===== config.mk =====
export PLATFORM = sky130hd
export DESIGN_NAME = junction_sequencer
export DESIGN_NICKNAME = d
export VERILOG_FILES = /design/src/rtl/drive_pkg.sv /design/src/rtl/pulse_edge_counter.sv /design/src/rtl/junction_sequencer.sv
export SDC_FILE = /design/constraint.sdc
export NUM_CORES = 1
export LEC_CHECK = 0
export BUFFER_PORTS_ARGS = -buffer_cell sky130_fd_sc_hd__clkbuf_2
export CAP_MARGIN = 30
export CORE_ASPECT_RATIO = 2
export CORE_MARGIN = 2
export CORE_UTILIZATION = 30
export CTS_BUF_LIST = sky130_fd_sc_hd__clkbuf_2 sky130_fd_sc_hd__clkbuf_4 sky130_fd_sc_hd__clkbuf_8
export DETAILED_ROUTE_END_ITERATION = 12
export HOLD_SLACK_MARGIN = 0.02
export PLACE_DENSITY = 0.45
export SLEW_MARGIN = 25
export SYNTH_ARGS = -nofsm -noshare
export SYNTH_HDL_FRONTEND = slang
export SYNTH_SLANG_ARGS = --single-unit

===== constraint.sdc =====
create_clock -name clk -period 2.6 [get_ports clk]
set_clock_uncertainty 0.05 [all_clocks]
set_input_delay 0.52 -clock clk [delete_from_list [all_inputs] [get_ports clk]]
set_output_delay 0.52 -clock clk [all_outputs]
set_load 0.005 [all_outputs]

===== src/rtl/drive_pkg.sv =====
// Shared drive codes: junction direction codes, H-bridge motor codes, speed selects
// and the junction sequencer state encoding.
package drive_pkg;

   localparam logic [2:0] DIR_STRAIGHT = 3'b000;
   localparam logic [2:0] DIR_LEFT     = 3'b001;
   localparam logic [2:0] DIR_RIGHT    = 3'b010;
   localparam logic [2:0] DIR_BACK     = 3'b011;
   localparam logic [2:0] DIR_STOP     = 3'b100;

   localparam logic [1:0] MOT_COAST = 2'b00;
   localparam logic [1:0] MOT_FWD   = 2'b01;
   localparam logic [1:0] MOT_REV   = 2'b10;
   localparam logic [1:0] MOT_BRAKE = 2'b11;

   localparam logic [1:0] SPD_OFF         = 2'b00;
   localparam logic [1:0] SPD_FULL        = 2'b01;
   localparam logic [1:0] SPD_NINETY      = 2'b10;
   localparam logic [1:0] SPD_NINETY_FAST = 2'b11;

   typedef enum logic [2:0] {
      ST_IDLE   = 3'd0,
      ST_CLEAR  = 3'd1,
      ST_ROTATE = 3'd2,
      ST_SETTLE = 3'd3,
      ST_DONE   = 3'd4,
      ST_HALT   = 3'd5
   } seqState_t;

   // STOP and the unused codes 101-111 all end the maneuver in HALT.
   function automatic logic isHaltDir(input logic [2:0] d);
      return d[2];
   endfunction

endpackage


===== src/rtl/pulse_edge_counter.sv =====
// Encoder pulse counter: 2-flop synchroniser, rising-edge detect and an 8-bit
// saturating count with synchronous clear.
module pulse_edge_counter (
   input  logic       clk,
   input  logic       rst_n,
   input  logic       pulse,
   input  logic       clr,
   input  logic       en,
   output logic [7:0] count
);

   logic       sync1Reg, sync2Reg, prevReg;
   logic [7:0] countReg;

   always_ff @(posedge clk or negedge rst_n) begin
      if (!rst_n) begin
         sync1Reg <= 1'b0;
         sync2Reg <= 1'b0;
         prevReg  <= 1'b0;
         countReg <= 8'd0;
      end else begin
         sync1Reg <= pulse;
         sync2Reg <= sync1Reg;
         prevReg  <= sync2Reg;
         if (clr)
            countReg <= 8'd0;
         else if (en && sync2Reg && !prevReg && countReg != 8'hFF)
            countReg <= countReg + 8'd1;
      end
   end

   assign count = countReg;

endmodule


===== src/rtl/junction_sequencer.sv =====
// Junction maneuver sequencer: overrides the line-follow drive and runs one
// straight/left/right/back/stop maneuver. JUNCTION_SEQ_TIMEOUT_EN adds the watchdog.
module junction_sequencer
   import drive_pkg::*;
#(
   parameter int PULSES_CLEAR   = 20,
   parameter int PULSES_TURN    = 40,
   parameter int PULSES_BACK    = 80,
   parameter int SETTLE_CYCLES  = 2_500_000,
   parameter int TIMEOUT_CYCLES = 100_000_000
) (
   input  logic       clk,
   input  logic       rst_n,
   input  logic       start,
   input  logic [2:0] dir,
   input  logic       abort,
   input  logic       clear,
   input  logic       shaftPulseL,
   input  logic       shaftPulseR,
   output logic       busy,
   output logic       ovrEn,
   output logic [1:0] motL,
   output logic [1:0] motR,
   output logic [1:0] spdSel,
   output logic       done,
   output logic       timeout,
   output logic       halted
);

   localparam int SETTLE_W = (SETTLE_CYCLES > 1) ? $clog2(SETTLE_CYCLES) : 1;
   localparam logic [SETTLE_W-1:0] SETTLE_LAST = SETTLE_W'(SETTLE_CYCLES - 1);

   seqState_t           stateReg, stateNext;
   logic [2:0]          dirReg;
   logic                haltPendReg, haltSet;
   logic                reachedLReg, reachedRReg;
   logic                clrCnt, counting, wdExpire;
   logic [7:0]          countL, countR, target;
   logic [SETTLE_W-1:0] settleCntReg;

   assign counting = (stateReg == ST_CLEAR) || (stateReg == ST_ROTATE);
   assign target   = (stateReg == ST_CLEAR) ? 8'(PULSES_CLEAR) :
                     (dirReg == DIR_BACK)   ? 8'(PULSES_BACK)  : 8'(PULSES_TURN);

   pulse_edge_counter cntL (
      .clk(clk), .rst_n(rst_n), .pulse(shaftPulseL), .clr(clrCnt), .en(counting), .count(countL)
   );
   pulse_edge_counter cntR (
      .clk(clk), .rst_n(rst_n), .pulse(shaftPulseR), .clr(clrCnt), .en(counting), .count(countR)
   );

`ifdef JUNCTION_SEQ_TIMEOUT_EN
   localparam int WD_W = (TIMEOUT_CYCLES > 1) ? $clog2(TIMEOUT_CYCLES) : 1;
   localparam logic [WD_W-1:0] WD_LAST = WD_W'(TIMEOUT_CYCLES - 1);
   logic [WD_W-1:0] wdCntReg;

   // Runs continuously across CLEAR and ROTATE; restarts every time the FSM leaves them.
   always_ff @(posedge clk or negedge rst_n) begin
      if (!rst_n)
         wdCntReg <= '0;
      else if (!counting)
         wdCntReg <= '0;
      else
         wdCntReg <= wdCntReg + 1'b1;
   end

   assign wdExpire = counting && (wdCntReg == WD_LAST);
`else
   // Watchdog absent; the parameter is still accepted so instantiations stay uniform.
   assign wdExpire = 1'b0 & (TIMEOUT_CYCLES > 0);
`endif

   always_comb begin
      stateNext = stateReg;
      clrCnt    = 1'b0;
      haltSet   = 1'b0;
      case (stateReg)
         ST_IDLE: if (start) begin
            clrCnt    = 1'b1;
            stateNext = isHaltDir(dir) ? ST_SETTLE : ST_CLEAR;
         end
         ST_CLEAR: if (wdExpire) begin
            haltSet   = 1'b1;
            stateNext = ST_SETTLE;
         end else if (reachedLReg && reachedRReg) begin
            clrCnt    = 1'b1;
            stateNext = (dirReg == DIR_STRAIGHT) ? ST_SETTLE : ST_ROTATE;
         end
         ST_ROTATE: if (wdExpire) begin
            haltSet   = 1'b1;
            stateNext = ST_SETTLE;
         end else if (reachedLReg && reachedRReg) begin
            stateNext = ST_SETTLE;
         end
         ST_SETTLE: if (settleCntReg == SETTLE_LAST)
            stateNext = haltPendReg ? ST_HALT : ST_DONE;
         ST_DONE:  stateNext = ST_IDLE;
         ST_HALT:  if (clear) stateNext = ST_IDLE;
         default:  stateNext = ST_IDLE;
      endcase
      if (abort && stateReg != ST_IDLE)
         stateNext = ST_IDLE;
   end

   always_ff @(posedge clk or negedge rst_n) begin
      if (!rst_n) begin
         stateReg     <= ST_IDLE;
         dirReg       <= DIR_STRAIGHT;
         haltPendReg  <= 1'b0;
         reachedLReg  <= 1'b0;
         reachedRReg  <= 1'b0;
         settleCntReg <= '0;
      end else begin
         stateReg <= stateNext;
         if (stateReg == ST_IDLE && start) begin
            dirReg      <= dir;
            haltPendReg <= isHaltDir(dir);
         end else if (haltSet) begin
            haltPendReg <= 1'b1;
         end
         // Registered compare: a wheel brakes one cycle after its count hits target.
         reachedLReg  <= counting && !clrCnt && (countL >= target);
         reachedRReg  <= counting && !clrCnt && (countR >= target);
         settleCntReg <= (stateReg == ST_SETTLE) ? settleCntReg + 1'b1 : '0;
      end
   end

   always_comb begin
      motL   = MOT_COAST;
      motR   = MOT_COAST;
      spdSel = SPD_OFF;
      case (stateReg)
         ST_CLEAR: begin
            motL   = reachedLReg ? MOT_BRAKE : MOT_FWD;
            motR   = reachedRReg ? MOT_BRAKE : MOT_FWD;
            spdSel = SPD_FULL;
         end
         ST_ROTATE: begin
            motL   = reachedLReg ? MOT_BRAKE : ((dirReg == DIR_LEFT) ? MOT_REV : MOT_FWD);
            motR   = reachedRReg ? MOT_BRAKE : ((dirReg == DIR_LEFT) ? MOT_FWD : MOT_REV);
            spdSel = SPD_NINETY_FAST;
         end
         ST_SETTLE, ST_DONE, ST_HALT: begin
            motL = MOT_BRAKE;
            motR = MOT_BRAKE;
         end
         default: ;
      endcase
      if (abort && stateReg != ST_IDLE) begin
         motL   = MOT_BRAKE;
         motR   = MOT_BRAKE;
         spdSel = SPD_OFF;
      end
   end

   assign busy    = (stateReg != ST_IDLE);
   assign ovrEn   = busy;
   assign done    = (stateReg == ST_DONE) && !abort;
   assign timeout = wdExpire && !abort;
   assign halted  = (stateReg == ST_HALT);

endmodule


==> results of run 1 <==
-- area by class of cell --
cell class                 instances  area (µm²)
fill                            1096        6610
multi-input combinational        252        1640
sequential                        52        1300
tap                              135         169
timing repair buffer              28         163
clock buffer                       5        68.8
inverter                          15        56.3
clock inverter                     3        21.3
-- cell families after synthesis --
family                     count (synthesis)  share of synthesized area (%)
xor gates and xnor gates                  16                           4.58
adders and majority gates                 15                           5.97
and+or+nand+nor                          145                           26.1
other                                      1                          0.122
AOI/OAI and AO/OA                         72                           15.5
DFF                                       52                           42.5
buffers and inverters                     30                           4.09
muxes                                      3                           1.10
-- synth_stat cells, drive strengths merged, types with 5 or more instances --
library cell	n	area, µm²
inv	15	56.3
nand4	18	113
o21ai	13	65.1
o311ai	6	52.6
dfrtp	52	1300
clkbuf	10	37.5
o31ai	7	52.6
nand3	18	90.1
and3	7	43.8
nor4	7	43.8
or4	10	78.8
xnor2	7	61.3
nor2	26	97.6
nand2	20	75.1
nor3	11	55.1
o41ai	5	43.8
buf	5	31.3
ha	13	163
a21oi	24	120
xor2	9	78.8
-- worst min-delay path by stage --
stage	startpoint	to	slack, ns
3_3_place_gp	cntR.sync1Reg$_DFF_PN0_	cntR.sync2Reg$_DFF_PN0_	0.29
5_1_grt	shaftPulseL	cntL.sync1Reg$_DFF_PN0_	0.23
6_report	shaftPulseL	cntL.sync1Reg$_DFF_PN0_	0.25
3_5_place_dp	cntR.sync1Reg$_DFF_PN0_	cntR.sync2Reg$_DFF_PN0_	0.29
2_1_floorplan	rst_n	cntL.count[0]$_DFFE_PN0P_	0.17
4_1_cts	shaftPulseL	cntL.sync1Reg$_DFF_PN0_	0.23
-- flip-flops by register name, summed over array words and instances (netlist names), 3 cells and up --
| register | count |
|---|---|
| cntR.count | 8 |
| settleCntReg | 22 |
| stateReg | 3 |
| cntL.count | 8 |
| dirReg | 3 |
-- where the power goes --
group	total [mW]	internal (mW)	switching, mW
Clock	0.499	0.192	0.307
Combinational	1.07	0.448	0.620
Sequential	1.03	0.901	0.127
-- per-layer routing --
metal / track usage (%) / wire length [µm] / up-vias
met5: 0 / 0 / -
met2: 29.6 / 4840 / 35
met3: 2.33 / 172 / 10
met4: 5.70 / 186 / 0
met1: 16.5 / 2950 / 1267
li1: - / - / 1287
-- critical path, stage by stage, from the launching register on --
cell and delay [ns]:
dfrtp_1 0.54, nor2_1 0.38, a21oi_1 0.08, o21ai_0 0.24
a21oi_1 0.11, clkbuf_2 0.12
-- placed cells by master (no fill, tap or decap), types with 9 or more instances in the layout --
cell      instances
dfrtp_1          52
nor2_1           26
a21oi_1          24
nand2_1          20
clkbuf_2         19
nand4_1          18
nand3_1          18
inv_1            15
ha_1             13
o21ai_0          12
nor3_1           11
or4_1             9
xor2_1            9
buf_4             9
-- stage by stage --
| stage | power, mW | setup slack [ns] | instance area (µm²) | util [%] |
|---|---|---|---|---|
| final | 2.59 | 0.239 | 3410 | 34.1 |
| after global routing | 2.80 | 0.0775 | 3410 | 34.1 |
| after detailed placement | 2.13 | 0.418 | 3320 | 33.2 |
| after floorplan | 1.74 | 0.559 | 3060 | - |
| after global placement | 2.12 | 0.474 | 3320 | 33.2 |
| after CTS | 2.64 | 0.225 | 3410 | 34.1 |
==> impl_metrics.env, run 1 <==
export IMPL_timing_rr_start="stateReg[2]$_DFFE_PN0P_"
export IMPL_endpoint="motR[1]"
export IMPL_startpoint="stateReg[2]$_DFFE_PN0P_"
export IMPL_holdWs_ns=0.247
export IMPL_grt_pass1_vias=2485
export IMPL_initial_core_util_pct=30.6
export IMPL_hold_violations=0
export IMPL_finalCritPeriodShare_pct=90.8
export IMPL_dieWidth_um=75.4
export IMPL_leakagePower_nw=1.37
export IMPL_ant_nets=0
export IMPL_n_antenna_cell=0
export IMPL_antenna_found_initial=0
export IMPL_grt_pass1_wl_um=13100
export IMPL_worstPathRequired_ns=2.03
export IMPL_reg2reg_to="reachedRReg$_DFF_PN0_"
export IMPL_setup_viol=0
export IMPL_drive_gt1_share_pct=13.5
export IMPL_port_buffer_count=19
export IMPL_io_pins=21
export IMPL_core_um2=10000
export IMPL_worst_endpoint_arrival_ns=1.79
export IMPL_viasPerCell=5.30
export IMPL_insertion_delay_ns=0.32
export IMPL_tns_ns=0
export IMPL_first_pass_iters=4
export IMPL_pwr_density_cell_nw_per_um2=760
export IMPL_syn_inst=334
export IMPL_cp_max_fo=14
export IMPL_clkTransAtPathRegs_ns=0.11
export IMPL_nets=377
export IMPL_dp_cells=482
export IMPL_slew_violations=0
export IMPL_hp_class="primary input to flip-flop"
export IMPL_regToRegSetupSlack_ns=0.42
export IMPL_period_needed_ns=2.36
export IMPL_drc=0
export IMPL_rsz0062_at_grt="no"
export IMPL_wl_per_cell_um=16.6
export IMPL_ys_flop_type="dfrtp_1"
export IMPL_synth_cell_types=51
export IMPL_stdcell_count=490
export IMPL_syn_num_nets=357
export IMPL_drtIter0Drc=152
export IMPL_cts_htree_levels=2
export IMPL_tightestPinTransition_ns=0.707
export IMPL_die_h_um=147
export IMPL_ctsRootBufferMaster="clkbuf_8"
export IMPL_gp_congestion=0.762
export IMPL_grt_max_degree=53
export IMPL_grt_overflow=0
export IMPL_min_path_cells=1
export IMPL_route_vias_total=2599
export IMPL_grt_util_all_layers_pct=15.6
export IMPL_async_reset_ff_share_pct=100
export IMPL_cts_inserted_buffers=5
export IMPL_run_status="finished clean"
export IMPL_postSynthAreaPerCell_um2=9.17
export IMPL_path_class="flip-flop to primary output"
export IMPL_placement_rows=52
export IMPL_ctsHoldBuffers=0
export IMPL_clkSinkCount=52
export IMPL_peakVddDrop_uv=284
export IMPL_seq_area_frac_synth_pct=42.5
export IMPL_synth_edf_count=0
export IMPL_ctsResizeCount=0
export IMPL_floorplan_die_area_um2=11100
export IMPL_ff2ff_path_depth=7
export IMPL_ys_seq_elements=52
export IMPL_post_cts_buffers=0
export IMPL_yosysWarnings=0
export IMPL_syn_to_final_growth_pct=11.5
export IMPL_syn_area_um2=3060
export IMPL_maxCapViolations=0
export IMPL_worstSetupStartpointType="flip-flop"
export IMPL_fmax_ghz=0.423
export IMPL_maxSlewHeadroom_pct=52.9
export IMPL_dp_hpwl_um=6110
export IMPL_cts_buffer_depth=2
export IMPL_drt_total_wl_um=8150
export IMPL_cts_tree="yes"
export IMPL_setup_worst_path_end_class="primary output"
No activity file was read; power rests on OpenSTA's default activity.
==> inputs of run 2 (changes only) <==
--- a/config.mk
+++ b/config.mk
@@ -13,7 +13,6 @@
 export CTS_BUF_LIST = sky130_fd_sc_hd__clkbuf_2 sky130_fd_sc_hd__clkbuf_4 sky130_fd_sc_hd__clkbuf_8
 export DETAILED_ROUTE_END_ITERATION = 12
 export HOLD_SLACK_MARGIN = 0.02
-export PLACE_DENSITY = 0.45
 export SLEW_MARGIN = 25
 export SYNTH_ARGS = -nofsm -noshare
 export SYNTH_HDL_FRONTEND = slang
==> run 2 against run 1 <==
Against the previous run: fmax shrank 2.3%; worst hold slack improved by 0.012 ns; core utilization grew 0.14 points; largest cell class unchanged.
==> impl_metrics.env, run 2 (same netlist as run 1, synthesis figures left out) <==
export IMPL_drtIter0Drc=156
export IMPL_hold_violations=0
export IMPL_holdWs_ns=0.259
export IMPL_drt_total_wl_um=7730
export IMPL_finalCritPeriodShare_pct=92.9
export IMPL_cpPeakStageDelay_ns=0.49
export IMPL_pwr_density_cell_nw_per_um2=766
export IMPL_setup_viol=0
export IMPL_worstSetupStartpointType="flip-flop"
export IMPL_path_class="flip-flop to primary output"
export IMPL_path_cells="buf_4, nor2_1, buf_4, a21oi_1, o21ai_0, a21oi_1, clkbuf_2"
export IMPL_port_buffer_count=19
export IMPL_cts_buffer_depth=2
export IMPL_viasPerCell=5.46
export IMPL_dp_hpwl_um=5710
export IMPL_post_cts_buffers=0
export IMPL_cts_tree="yes"
export IMPL_fin_area_um2=3430
export IMPL_initial_core_util_pct=30.6
export IMPL_placement_rows=52
export IMPL_worstPathRequired_ns=2.03
export IMPL_run_status="finished clean"
export IMPL_maxCapViolations=0
export IMPL_postPlaceCellArea_um2=3320
export IMPL_syn_to_final_growth_pct=12.0
export IMPL_grt_pass1_vias=2754
export IMPL_grt_pass1_wl_um=12800
export IMPL_setup_worst_path_end_class="primary output"
export IMPL_fmax_ghz=0.414
export IMPL_ctsHoldBuffers=0
export IMPL_maxSlewHeadroom_pct=55.4
export IMPL_fin_ws_ns=0.184
export IMPL_period_needed_ns=2.42
export IMPL_drive_gt1_share_pct=13.3
export IMPL_wl_per_cell_um=15.8
export IMPL_gp_congestion=0.860
export IMPL_ctsRootBufferMaster="clkbuf_8"
export IMPL_slew_violations=0
export IMPL_dieWidth_um=75.4
export IMPL_dp_slack_ns=0.472
export IMPL_nets=376
export IMPL_rsz0062_at_grt="no"
export IMPL_grt_overflow=0
export IMPL_core_um2=10000
export IMPL_n_antenna_cell=0
export IMPL_ant_nets=0
export IMPL_largest_reg_flops=22
export IMPL_cts_htree_levels=2
export IMPL_peakVddDrop_uv=385
export IMPL_hp_class="primary input to async pin"
export IMPL_die_h_um=147
export IMPL_first_pass_iters=6
export IMPL_grt_max_degree=53
export IMPL_drc=0
export IMPL_clkSinkCount=52
export IMPL_leakagePower_nw=1.38
export IMPL_antenna_found_initial=0
export IMPL_tns_ns=0
export IMPL_cp_max_fo=9
export IMPL_io_pins=21
export IMPL_layout_common_cells="52 x dfrtp_1, 26 x nor2_1, 24 x a21oi_1"
export IMPL_route_vias_total=2668
export IMPL_ctsResizeCount=0
export IMPL_insertion_delay_ns=0.31
export IMPL_cts_inserted_buffers=5
export IMPL_slowest_stage="dfrtp_1"
export IMPL_top_register="settleCntReg"
export IMPL_mostFrequentLayoutCell="dfrtp_1"
export IMPL_grt_util_all_layers_pct=15.0
export IMPL_tightestPinTransition_ns=0.664
export IMPL_floorplan_die_area_um2=11100
export IMPL_clkTransAtPathRegs_ns=0.10
export IMPL_worst_endpoint_arrival_ns=1.85
## run 2: final cells by class
type | count | area [µm²]
well taps | 135 | 169
fillers | 1080 | 6590
clock buffers | 5 | 68.8
repair buffers | 27 | 155
inverters | 15 | 56.3
flip-flops and latches | 52 | 1300
multi-input cells | 252 | 1640
clock inverters | 3 | 42.5
## run 2: critical path, delay by kind of cell (launching register included)
kind | cells | cell delay [ns]
buffers and inverters | 3 | 0.53
flip-flops | 1 | 0.49
AO/OA/AOI/OAI | 3 | 0.34
AND/OR/NAND/NOR | 1 | 0.16
## run 2: where the power goes
part	total [mW]	internal (mW)	switching, mW
logic	1.03	0.418	0.609
clock network	0.570	0.285	0.285
registers	1.03	0.901	0.130
## run 2: metrics by stage
step           utilization [%]  instances  total power [mW]
2_1_floorplan                -        334              1.74
3_3_place_gp              33.1        481              2.04
3_5_place_dp              33.1        481              2.08
4_1_cts                   34.2        489              2.66
5_1_grt                   34.2        489              2.84
6_report                  34.2        489              2.63
## run 2: per-layer routing
layer	share of wire, %	vias up	global-route usage (%)
met2	57	54	27.7
met4	2.9	0	7.28
met1	37	1317	15.2
met5	0	-	0
met3	3.1	15	2.61
li1	-	1282	-
## run 2: final timing paths
path                                         start                         end  slack (ns)  depth (start not counted)
setup reg to reg           stateReg[2]$_DFFE_PN0P_       reachedLReg$_DFF_PN0_        0.42                          7
hold reg to reg            cntL.sync1Reg$_DFF_PN0_     cntL.sync2Reg$_DFF_PN0_        0.31                          0
min in group clk                       shaftPulseR     cntR.sync1Reg$_DFF_PN0_        0.26                          1
hold / removal                               rst_n  settleCntReg[10]$_DFF_PN0_        0.26                          2
setup / recovery           stateReg[2]$_DFFE_PN0P_                     motR[1]        0.18                          7
max in group asynchronous                    rst_n       dirReg[1]$_DFFE_PN0P_        1.78                          2
